`src/rtl/uart_tx_fifo_if.sv`:
```
// Producer/UART-side signal bundle for uart_tx_fifo: byte enqueue port,
// AXI-stream style head output, and fill/overflow status for debug.
interface uart_tx_fifo_if #(
  parameter int DEPTH  = 16,
  parameter int DATA_W = 8
);
  localparam int CNT_W = $clog2(DEPTH) + 1;

  logic [DATA_W-1:0] wr_data;
  logic              wr_en;
  logic              full;
  logic [DATA_W-1:0] m_tdata;
  logic              m_tvalid;
  logic              m_tready;
  logic [CNT_W-1:0]  count;
  logic              overflow;

  // Environment side: byte producer plus the UART transmitter.
  modport master (
    output wr_data,
    output wr_en,
    output m_tready,
    input  full,
    input  m_tdata,
    input  m_tvalid,
    input  count,
    input  overflow
  );

  // FIFO side.
  modport slave (
    input  wr_data,
    input  wr_en,
    input  m_tready,
    output full,
    output m_tdata,
    output m_tvalid,
    output count,
    output overflow
  );
endinterface

```
`src/rtl/uart_tx_fifo.sv`:
```
// First-word fall-through byte FIFO feeding the UART transmitter, with fill
// level and sticky overflow. Optional CR insertion before LF: UART_TX_FIFO_CRLF_EN.
module uart_tx_fifo #(
  parameter int DEPTH  = 16,
  parameter int DATA_W = 8
) (
  input  logic           clk,
  input  logic           rst_n,
  uart_tx_fifo_if.slave  bus
);
  localparam int PTR_W = $clog2(DEPTH);
  localparam int CNT_W = PTR_W + 1;

  logic [DATA_W-1:0] mem_r [DEPTH];
  logic [PTR_W-1:0]  rd_ptr_r;
  logic [PTR_W-1:0]  wr_ptr_r;
  logic [CNT_W-1:0]  count_r;
  logic              full_r;
  logic              tvalid_r;
  logic              overflow_r;

  logic              wr_acc_s;
  logic              wr_drop_s;
  logic              hs_s;
  logic              pop_s;
  logic [CNT_W-1:0]  count_nxt_s;
  logic [DATA_W-1:0] head_s;
  logic [DATA_W-1:0] tdata_s;

  assign head_s    = mem_r[rd_ptr_r];
  assign wr_acc_s  = bus.wr_en & ~full_r;
  // A pop in the same cycle never makes room for a write seen while full.
  assign wr_drop_s = bus.wr_en & full_r;
  assign hs_s      = tvalid_r & bus.m_tready;

`ifdef UART_TX_FIFO_CRLF_EN
  logic cr_sent_r;
  logic insert_cr_s;

  assign insert_cr_s = tvalid_r & (head_s == DATA_W'(8'h0A)) & ~cr_sent_r;

  // Pop decision and presented byte when a CR is injected ahead of each LF.
  always_comb begin
    pop_s   = 1'b0;
    tdata_s = {DATA_W{1'b0}};
    if (hs_s && !insert_cr_s) begin
      pop_s = 1'b1;
    end else begin
      pop_s = 1'b0;
    end
    if (!tvalid_r) begin
      tdata_s = {DATA_W{1'b0}};
    end else if (insert_cr_s) begin
      tdata_s = DATA_W'(8'h0D);
    end else begin
      tdata_s = head_s;
    end
  end

  // CR-sent flag: set by the CR handshake, cleared when the LF itself pops.
  always_ff @(posedge clk) begin
    if (!rst_n) begin
      cr_sent_r <= 1'b0;
    end else if (hs_s && insert_cr_s) begin
      cr_sent_r <= 1'b1;
    end else if (pop_s) begin
      cr_sent_r <= 1'b0;
    end else begin
      cr_sent_r <= cr_sent_r;
    end
  end
`else
  // Pop on every handshake; head byte passes through unmodified.
  always_comb begin
    pop_s   = hs_s;
    tdata_s = {DATA_W{1'b0}};
    if (tvalid_r) begin
      tdata_s = head_s;
    end else begin
      tdata_s = {DATA_W{1'b0}};
    end
  end
`endif

  // Next fill level from accepted write and pop.
  always_comb begin
    count_nxt_s = count_r;
    case ({wr_acc_s, pop_s})
      2'b10:   count_nxt_s = count_r + CNT_W'(1);
      2'b01:   count_nxt_s = count_r - CNT_W'(1);
      2'b11:   count_nxt_s = count_r;
      2'b00:   count_nxt_s = count_r;
      default: count_nxt_s = count_r;
    endcase
  end

  // Storage array; contents are deliberately left unreset.
  always_ff @(posedge clk) begin
    if (wr_acc_s) begin
      mem_r[wr_ptr_r] <= bus.wr_data;
    end
  end

  // Pointers, level, full/valid flags and sticky overflow.
  always_ff @(posedge clk) begin
    if (!rst_n) begin
      rd_ptr_r   <= {PTR_W{1'b0}};
      wr_ptr_r   <= {PTR_W{1'b0}};
      count_r    <= {CNT_W{1'b0}};
      full_r     <= 1'b0;
      tvalid_r   <= 1'b0;
      overflow_r <= 1'b0;
    end else begin
      if (wr_acc_s) begin
        wr_ptr_r <= wr_ptr_r + PTR_W'(1);
      end else begin
        wr_ptr_r <= wr_ptr_r;
      end
      if (pop_s) begin
        rd_ptr_r <= rd_ptr_r + PTR_W'(1);
      end else begin
        rd_ptr_r <= rd_ptr_r;
      end
      count_r    <= count_nxt_s;
      full_r     <= (count_nxt_s == CNT_W'(DEPTH));
      tvalid_r   <= (count_nxt_s != {CNT_W{1'b0}});
      overflow_r <= overflow_r | wr_drop_s;
    end
  end

  assign bus.full     = full_r;
  assign bus.m_tvalid = tvalid_r;
  assign bus.m_tdata  = tdata_s;
  assign bus.count    = count_r;
  assign bus.overflow = overflow_r;
endmodule

```
`src/flat_wrapper.sv`:
```
// flat-port wrapper written by rule: the top's interface ports become plain ports
module uart_tx_fifo_flat 
#(
  parameter int DEPTH  = 16,
  parameter int DATA_W = 8
)
  (clk, rst_n, bus_wr_data, bus_wr_en, bus_m_tready, bus_full, bus_m_tdata, bus_m_tvalid, bus_count, bus_overflow);
  uart_tx_fifo_if #(.DEPTH(DEPTH), .DATA_W(DATA_W)) bus_i ();
  input  logic clk;
  input  logic rst_n;
  input wire logic [$bits(bus_i.wr_data)-1:0] bus_wr_data;
  input wire logic [$bits(bus_i.wr_en)-1:0] bus_wr_en;
  input wire logic [$bits(bus_i.m_tready)-1:0] bus_m_tready;
  output wire logic [$bits(bus_i.full)-1:0] bus_full;
  output wire logic [$bits(bus_i.m_tdata)-1:0] bus_m_tdata;
  output wire logic [$bits(bus_i.m_tvalid)-1:0] bus_m_tvalid;
  output wire logic [$bits(bus_i.count)-1:0] bus_count;
  output wire logic [$bits(bus_i.overflow)-1:0] bus_overflow;
  assign bus_i.wr_data = bus_wr_data;
  assign bus_i.wr_en = bus_wr_en;
  assign bus_i.m_tready = bus_m_tready;
  assign bus_full = bus_i.full;
  assign bus_m_tdata = bus_i.m_tdata;
  assign bus_m_tvalid = bus_i.m_tvalid;
  assign bus_count = bus_i.count;
  assign bus_overflow = bus_i.overflow;
  uart_tx_fifo #(.DEPTH(DEPTH), .DATA_W(DATA_W)) u_core (.clk(clk), .rst_n(rst_n), .bus(bus_i));
endmodule
```
`config.mk`:
```
export PLATFORM = sky130hd
export DESIGN_NAME = uart_tx_fifo_flat
export DESIGN_NICKNAME = d
export VERILOG_FILES = /design/src/rtl/uart_tx_fifo_if.sv /design/src/rtl/uart_tx_fifo.sv /design/src/flat_wrapper.sv
export SDC_FILE = /design/constraint.sdc
export NUM_CORES = 1
export LEC_CHECK = 0
export BUFFER_PORTS_ARGS = -buffer_cell sky130_fd_sc_hd__buf_2
export CELL_PAD_IN_SITES_DETAIL_PLACEMENT = 1
export CELL_PAD_IN_SITES_GLOBAL_PLACEMENT = 1
export CORE_AREA = 2 2 118 120
export DETAILED_ROUTE_END_ITERATION = 16
export DIE_AREA = 0 0 120 122
export PLACE_DENSITY_LB_ADDON = 0.1
export SLEW_MARGIN = 5
export SYNTH_ARGS = -nofsm -noshare
export SYNTH_HDL_FRONTEND = slang
export SYNTH_SLANG_ARGS = --single-unit
```
`constraint.sdc`:
```
create_clock -name clk -period 2.55 [get_ports clk]
set_input_delay 0.255 -clock clk [delete_from_list [all_inputs] [get_ports clk]]
set_output_delay 0.255 -clock clk [all_outputs]
set_load 0.05 [all_outputs]
```
==> flow_metrics.tcl <==
set metrics [dict create \
    drtPass1Iterations 4 \
    dieArea_mm2 0.0146 \
    violations "negative setup slack" \
    ys_seq_area_share_pct 71.5 \
    finalPower_w 0.00692 \
    finalNetCount 393 \
    grt_pass1_wl_um 19700 \
    drv_slew 0 \
    numCtsBuffers 17 \
    clk_pin_slew_worst_paths_ps 60 \
    ys_seq_elements 148 \
    cts-root-buf "clkbuf_16" \
    yosys_warnings 0 \
    hold_start "bus_wr_en" \
    synth-edff-count 128 \
    fp.dieW_um 120 \
    crit_type "reg2out" \
    tightest_slew_ps 504 \
    dp_slack_ps 76.8 \
    hold_path_class "in2reg" \
    period_needed_ps 2690 \
    viasPerCell 5.36 \
    rsz0062_at_grt "yes" \
    setup_viol 8 \
    postRouteAntennaNets 0 \
    p_per_area_mw_per_mm2 953 \
    reg2reg_slack_ps 210 \
    ir_worst_vdd_mv 0.524 \
    leakage_nw 2.44 \
    synth.avg_cell_area_um2 18.8 \
    clock_sinks 148 \
    r2r-end "u_core.bus.full" \
    critPathCaptureType "output port" \
    grt_pass1_vias 3226 \
    die_h_um 122 \
    holdPathEnd "u_core.bus.overflow" \
    r2r_start "u_core.bus.m_tvalid" \
    hpwl_um 8190 \
    finalWorstSetupSlack_ps -138 \
    required_ps 2300 \
    cts_max_path_buffers 2 \
    routed_wirelength_um 12700 \
    async_flop_share_pct 0 \
    max_freq_ghz 0.372 \
    layout-drive-gt1-share_pct 37.2 \
    ios 28 \
    synth.distinct_cells 35 \
    htree_levels 4 \
    synthToLayoutAreaGrowth_pct 22.3 \
    crit_path_start_kind "flop" \
    cts_tree "done" \
    insertion_delay_ps 430 \
    coreArea_mm2 0.0135 \
    reg2reg_depth 10 \
    synthFlopType "edfxtp_1" \
    port_buffers 27 \
    hold_buffers 0 \
    fillers 1251 \
    cp_max_fo 6 \
    drv_cap 0 \
    syn_nets 334 \
    crit_arrival_ps 2430 \
    antenna_found_initial 0 \
    hold_viol 0 \
    syn_inst 315 \
    grt_util_all_layers_pct 19.2 \
    wl_per_cell_um 22.4 \
    num_rows 43 \
    min_period_over_period_pct 105 \
    overflow 0 \
    status "finished with violations" \
    synth_area_mm2 0.00594 \
    num_antenna_cells 0 \
    relSlewSlack_pct 66.4 \
    hold_path_depth 3 \
    route.vias.total 3039 \
    skew_ps 9.82 \
    route.detailed.drc 0 \
    gp_congestion 0.813 \
    drt-initial-drc-count 223 \
    grt_max_degree 33 \
    initial_utilization_pct 44.0 \
]
[layer usage]
metal / vias to the layer above / GRT usage (%) / wire, µm
met5: - / 0 / 0
met4: 0 / 7.57 / 252
li1: 1365 / - / -
met3: 20 / 4.59 / 447
met2: 63 / 32.0 / 6510
met1: 1591 / 24.3 / 5470
[final cells by class]
type | count | area [µm²] | area share [%]
sequential | 148 | 4250 | 58.6
multi-input combinational | 145 | 1620 | 22.4
timing repair buffer | 58 | 531 | 7.31
clock buffer | 22 | 454 | 6.26
tap | 180 | 225 | 3.10
clock inverter | 10 | 158 | 2.17
inverter | 4 | 15.0 | 0.207
[cells in the mapped netlist, types with 2 or more instances]
cell / instances / area share, %
edfxtp_1: 128 / 65
mux4_2: 40 / 15
dfxtp_1: 20 / 6.7
and2_1: 18 / 1.9
nand2_1: 14 / 0.89
nor2_1: 13 / 0.82
clkbuf_1: 9 / 0.57
xnor2_1: 9 / 1.3
ha_1: 7 / 1.5
buf_1: 5 / 0.32
nor3_1: 5 / 0.42
o21ai_0: 5 / 0.42
a21boi_0: 4 / 0.51
nor2b_1: 4 / 0.42
buf_6: 3 / 0.57
inv_1: 3 / 0.19
nand2b_1: 3 / 0.32
xor2_1: 3 / 0.44
a21oi_1: 2 / 0.17
mux2i_1: 2 / 0.34
nand4_1: 2 / 0.21
nor4_1: 2 / 0.21
nor4b_1: 2 / 0.30
[cell families after synthesis]
group                      Yosys count  share of synthesized area (%)
and+or+nand+nor                     66                           5.82
DFF                                148                           71.5
adders and majority gates            7                           1.48
AOI/OAI and AO/OA                   18                           2.13
xor gates and xnor gates            12                           1.77
buffers and inverters               22                           1.79
muxes                               42                           15.5
[where the power goes]
part | switching [W] | internal, W | total (W)
combinational | 0.000780 | 0.000719 | 0.00150
clock | 0.000916 | 0.00166 | 0.00257
sequential | 0.000113 | 0.00273 | 0.00285
[sequential cells by signal, indices dropped and copies added (netlist names), named ones only]
name / cells
u_core.bus.overflow: 1
u_core.rd_ptr_r: 4
u_core.bus.m_tvalid: 1
u_core.bus.count: 5
u_core.bus.full: 1
u_core.mem_r: 128
u_core.wr_ptr_r: 4
[per-stage QoR]
stage | instances | TNS [ps] | hold slack, ps | area (µm²) | util (%)
after floorplan | 315 | 0 | 354 | 5940 | -
after global placement | 531 | 0 | 484 | 6440 | 47.7
after detailed placement | 531 | 0 | 483 | 6440 | 47.7
after CTS | 569 | -1130 | 88.9 | 7290 | 54.0
after global routing | 567 | -1100 | 162 | 7260 | 53.8
final | 567 | -610 | 105 | 7260 | 53.8
[worst max-delay path: stages (launching register included)]
cell and delay [ps]:
dfxtp_4 410, buf_12 130, buf_16 130, mux4_2 530, mux4_2 480, and2_4 180, buf_8 140
[layout by cell type, fill, tap and decap left out, types with 2 or more instances in the layout]
| master | Yosys | layout |
|---|---|---|
| a21boi_0 | 4 | 4 |
| a21oi_1 | 2 | 2 |
| and2_1 | 18 | 10 |
| and2_4 | 0 | 8 |
| buf_12 | 0 | 4 |
| buf_16 | 0 | 2 |
| buf_2 | 1 | 19 |
| buf_4 | 0 | 24 |
| buf_6 | 3 | 4 |
| buf_8 | 0 | 5 |
| bufinv_16 | 0 | 4 |
| clkbuf_1 | 9 | 4 |
| clkbuf_16 | 0 | 17 |
| clkinv_2 | 0 | 3 |
| clkinvlp_4 | 0 | 3 |
| dfxtp_1 | 20 | 17 |
| dfxtp_4 | 0 | 2 |
| edfxtp_1 | 128 | 128 |
| ha_1 | 7 | 6 |
| inv_1 | 3 | 3 |
| mux2i_1 | 2 | 2 |
| mux4_2 | 40 | 40 |
| nand2_1 | 14 | 13 |
| nand2b_1 | 3 | 3 |
| nand4_1 | 2 | 2 |
| nor2_1 | 13 | 13 |
| nor2b_1 | 4 | 4 |
| nor3_1 | 5 | 5 |
| nor4b_1 | 2 | 2 |
| o21ai_0 | 5 | 5 |
| xnor2_1 | 9 | 9 |
| xor2_1 | 3 | 3 |
[worst max path at each step]
stage	start	endpoint	cells past startpoint
6_report	flop	bus_m_tdata[3]	6
5_1_grt	flop	bus_m_tdata[3]	6
4_1_cts	flop	bus_m_tdata[7]	6
3_5_place_dp	bus_wr_en	u_core.bus.full	11
3_3_place_gp	bus_wr_en	u_core.bus.full	11
2_1_floorplan	u_core.bus.m_tvalid	u_core.bus.full	11
[repair_timing]
action | 4_1_cts | 5_1_grt
setup endpoints to repair | 8 | 10
setup buffers | 3 | 0
cloned | 3 | 0
resized for setup | 37 | 4
pin swaps | 5 | 2
endpoints found under the hold margin | 0 | 0
Note: power is estimated with default switching activity, not from simulation.
